**src/rtl/mux_nch_rr.sv**
```systemverilog
// mux_nch_rr: N-channel, W-bit multiplexer with a one-entry registered output.
// A channel is chosen either by the external select s (mode 0) or by a
// round-robin scan starting after the last round-robin grant (mode 1). The
// chosen word is captured into the output register under a valid/ready
// handshake. Drain and refill can happen in the same cycle.
module mux_nch_rr #(
  parameter  int N  = 4,
  parameter  int W  = 8,
  localparam int SW = $clog2(N)
) (
  input  logic           clk,
  input  logic           rst,
  input  logic [N*W-1:0] x,
  input  logic [N-1:0]   x_valid,
  output logic [N-1:0]   x_ready,
  input  logic           mode,
  input  logic [SW-1:0]  s,
  output logic [W-1:0]   y,
  output logic [SW-1:0]  y_ch,
  output logic           y_valid,
  input  logic           y_ready
);

  typedef enum logic {EMPTY = 1'b0, FULL = 1'b1} state_t;

  state_t          state;
  logic [SW-1:0]   ptr;
  logic            load_en;
  logic            grant_valid;
  logic [SW-1:0]   grant_idx;
  logic [W-1:0]    sel_data;
  logic            transfer;
  logic [2*N-1:0]  dbl;
  logic [2*N-1:0]  rot;

  assign y_valid  = (state == FULL);
  assign load_en  = (state == EMPTY) | y_ready;
  assign transfer = grant_valid & load_en;
  assign dbl      = {x_valid, x_valid};

  // Grant selection: fixed select in mode 0, rotating priority in mode 1.
  // The round-robin scan rotates a doubled copy of x_valid so bit k of rot is
  // channel (ptr+1+k) mod N; scanning k downward leaves the lowest k winning.
  always_comb begin
    grant_valid = 1'b0;
    grant_idx   = '0;
    rot         = '0;
    if (mode == 1'b0) begin
      grant_idx = s;
      // An out-of-range s matches no channel, so it never grants.
      for (int i = 0; i < N; i++) begin
        grant_valid = (int'(s) == i) ? x_valid[i] : grant_valid;
      end
    end else begin
      rot         = dbl >> (int'(ptr) + 1);
      grant_valid = |x_valid;
      for (int k = N - 1; k >= 0; k--) begin
        grant_idx = rot[k] ? SW'((int'(ptr) + 1 + k) % N) : grant_idx;
      end
    end
  end

  // Data of the granted channel, picked with constant slices only.
  always_comb begin
    sel_data = '0;
    for (int i = 0; i < N; i++) begin
      sel_data = (int'(grant_idx) == i) ? x[i*W +: W] : sel_data;
    end
  end

  // Per-channel accept: only the granted channel, only when the register can load.
  always_comb begin
    x_ready = '0;
    for (int i = 0; i < N; i++) begin
      x_ready[i] = ~rst & load_en & grant_valid & (int'(grant_idx) == i);
    end
  end

  // Output register state machine plus round-robin pointer.
  always_ff @(posedge clk or posedge rst) begin
    if (rst) begin
      state <= EMPTY;
      y     <= '0;
      y_ch  <= '0;
      ptr   <= SW'(N - 1);
    end else begin
      case (state)
        EMPTY: begin
          if (transfer) begin
            state <= FULL;
            y     <= sel_data;
            y_ch  <= grant_idx;
            ptr   <= mode ? grant_idx : ptr;
          end else begin
            state <= EMPTY;
          end
        end
        FULL: begin
          if (transfer) begin
            state <= FULL;
            y     <= sel_data;
            y_ch  <= grant_idx;
            ptr   <= mode ? grant_idx : ptr;
          end else if (y_ready) begin
            state <= EMPTY;
          end else begin
            state <= FULL;
          end
        end
        default: begin
          state <= EMPTY;
        end
      endcase
    end
  end

endmodule

```
**config.mk**
```make
export PLATFORM = sky130hd
export DESIGN_NAME = mux_nch_rr
export DESIGN_NICKNAME = d
export VERILOG_FILES = /design/src/rtl/mux_nch_rr.sv
export SDC_FILE = /design/constraint.sdc
export NUM_CORES = 1
export LEC_CHECK = 0
export CAP_MARGIN = 20
export CORE_UTILIZATION = 55
export DETAILED_ROUTE_END_ITERATION = 8
export DONT_BUFFER_PORTS = 1
export GPL_TIMING_DRIVEN = 0
export PLACE_DENSITY = 0.7
export SYNTH_ARGS = -nofsm -noshare
export SYNTH_HDL_FRONTEND = slang
export SYNTH_SLANG_ARGS = --single-unit
```
**constraint.sdc**
```tcl
create_clock -name clk -period 5 [get_ports clk]
set_input_delay 1 -clock clk [delete_from_list [all_inputs] [get_ports clk]]
set_output_delay 1 -clock clk [all_outputs]
set_load 0.01 [all_outputs]
```
==> run metrics <==
CP required=4000 ps; minimum clock period=3650 ps; final setup violation count=0; Post-DP HPWL=1.86 mm; Most Frequent Cell on Critical Path=buf_2; CP Cell Sequence=buf_4 > or2_1 > buf_2 > a21oi_1 > o22a_1 > nand2b_1 > buf_2 > nor4_1; library cells used by synthesis=35; initial antenna violation count=0; clk_skew=0.871 ps; Post-Syn Nets=166; Slew headroom=62.1%; clk_lat worst skew=280 ps; worst hold path class=register to register; Routed Antenna Nets=0; routed wire length=2.63 mm; Tot GR Track Use=26.7%; worst hold margin=566 ps; drt via density=6.37; Starting Density=59.1%; post-cts sizing count=0; Seq pwr share=43.4%; Net Sw Frac=42.6%; largest net degree at the start of global routing=16; nets=171; root cell of the clock tree=clkbuf_4; clk buf depth=2; Reg clk slew, reported paths=90 ps; P_sw=195 uW; Num Clock Sinks=13; Ant. Diodes=0; Post-CTS Setup Bufs=0; initial drt markers=43; row count=15; Worst setup SP type=primary input; fin crit share=73.0%; critical path's largest stage delay=480 ps; drt first pass iters=4; CTS tree=yes; die width=45.3 um; Area Overhead vs Synth=5.70%; Max Clk Rate=274 MHz; max_cap viols=0; post-layout util=62.4%; # IOs=57; vias after detailed routing=974; PwrDens=420 nW/um2; filler instances=175; Internal=263 uW; Worst EP arrival=2650 ps; Clock power frac=15.0%; vias in the first global route=869; Die Y=45.3 um; number of H-tree levels=1; final routed DRC violation total=0; status=complete, no violations; Tot Pwr=457 uW; Worst path top cell family by delay=simple AND/OR/NAND/NOR gates; Inserted Clock Buffers=3; Seq cells post-synth=13; mean post-synth cell area=8.31 um2; CP Max Fanout=10; RSZ-0062 raised after global routing=false; Worst Setup End Kind=output pin; Comb pwr share=41.6%; part of the Yosys area used for sequential elements=31.8%; Core Box Area=1750 um2; final-report hold violation count=0; cell area after placement=1060 um2; DIE AREA=2050 um2; Post-Synthesis Cells=124; global placement routability congestion=0.893; share of layout cells above drive strength 1=17.2%; hold buffers post-CTS=0; Crit Path Category=primary input to output pin; first-pass GRT wire length=3.88 mm; design area=1090 um2; setup TNS=0 ps; max-slew violations=0; Synth Warn #=0; Remaining Overflow, GRT=0; number of buffers added on ports=0; Slowest-stage cell, CP=nor4_1; Bufs and invs on worst path=3; slew of the pin with the lowest slew margin=568 ps; Max VDD drop=0.266 mV; Post-Synthesis Cell Area=1030 um2; leakage=0.000451 uW; Avg WL per Cell=17.2 um
registers in the layout, indices dropped and copies added (netlist names):
signal and flops:
y 8, ptr 2, y_ch 2, y_valid 1
logic make-up (layout without fill, tap and decap cells):
logic type             Yosys count  after routing  synth area share [%]
buffers and inverters           16             20                  8.98
muxes                           10             10                  9.71
and+or+nand+nor                 46             46                  19.5
DFF                             13             13                  31.8
AOI/OAI and AO/OA               39             39                  30.0
path summary, 6_finish.rpt:
path / start / endpoint / slack [ps] / depth (start not counted)
max: mode / x_ready[1] / 1350 / 8
min: y_ch[0] / y_ch[0] / 570 / 2
max reg2reg: ptr[0] / y[6] / 2870 / 7
min reg2reg: y_ch[0] / y_ch[0] / 570 / 2
max in group asynchronous: rst / ptr[0] / 3980 / 1
min in group asynchronous: rst / y_ch[0] / 650 / 1
placed cells by master (no fill, tap or decap), types with 3 or more instances in the layout:
cell type / Yosys / routed
nor2_1: 21 / 21
nand2_1: 13 / 13
dfrtp_1: 11 / 11
mux2i_1: 10 / 10
a2111oi_0: 7 / 7
a211oi_1: 7 / 7
buf_2: 5 / 5
a21oi_1: 5 / 5
o21ai_0: 5 / 5
inv_1: 4 / 4
a31oi_1: 4 / 4
nand2b_1: 3 / 3
clkbuf_4: 0 / 3
power groups by stage:
stage	Sequential [uW]	Clock, uW	Combinational, uW
after floorplan	192	0	157
after global placement	199	0	181
after detailed placement	200	0	188
after CTS	198	69.6	190
after global routing	203	72.1	212
final	198	68.8	190
through the flow:
stage               instances  worst slack (ps)
detailed placement        149              1370
global placement          149              1390
global route              153              1240
floorplan                 124              1560
finish                    153              1350
CTS                       153              1370
synth_stat cells:
cell        n  area share, %
o22ai_1     2            1.2
clkbuf_1    1           0.36
buf_6       1            1.1
and2_1      1           0.61
nand2b_1    3            1.8
mux2i_1    10            9.7
a21oi_4     1            1.6
dfrtp_1    11             27
nor2b_1     1           0.61
nand3_1     2           0.97
o31ai_2     1            1.2
buf_2       5            2.4
nor2b_2     1           0.85
a21oi_1     5            2.4
a221o_1     2            1.9
inv_1       4            1.5
a221oi_2    1            1.5
o22a_1      1           0.85
nand2_1    13            4.7
o21ai_0     5            2.4
or3_1       1           0.61
o21bai_4    1            1.8
or2_1       1           0.61
a2111oi_0   7            5.9
o21a_1      1           0.73
inv_2       2           0.73
buf_4       2            1.5
a31oi_1     4            2.4
o311ai_0    1           0.85
nor4_1      1           0.61
buf_8       1            1.5
nor3_1      1           0.48
dfstp_2     2            5.1
nor2_1     21            7.6
a211oi_1    7            5.1
worst reg2reg max path, delay by kind of cell (launching register included):
family	cells	cell delay, ps
buffers and inverters	2	240
DFF	1	590
AOI/OAI and AO/OA	5	1210
metal layers:
metal,part of all wire [%],vias to the layer above,global-route usage (%)
li1,-,464,-
met1,44,467,33.1
met2,50,41,48.7
met3,4.8,2,2.80
met4,0.65,0,7.27
met5,0,-,0
layout make-up:
class	instances	area (um2)	area share [%]
sequential	13	328	30.1
buffer	10	70.1	6.43
tap	25	31.3	2.87
multi-input combinational	95	611	56.0
clock buffer	3	22.5	2.07
clock inverter	1	5.00	0.459
inverter	6	22.5	2.07
No activity file was read; power rests on OpenSTA's default activity.
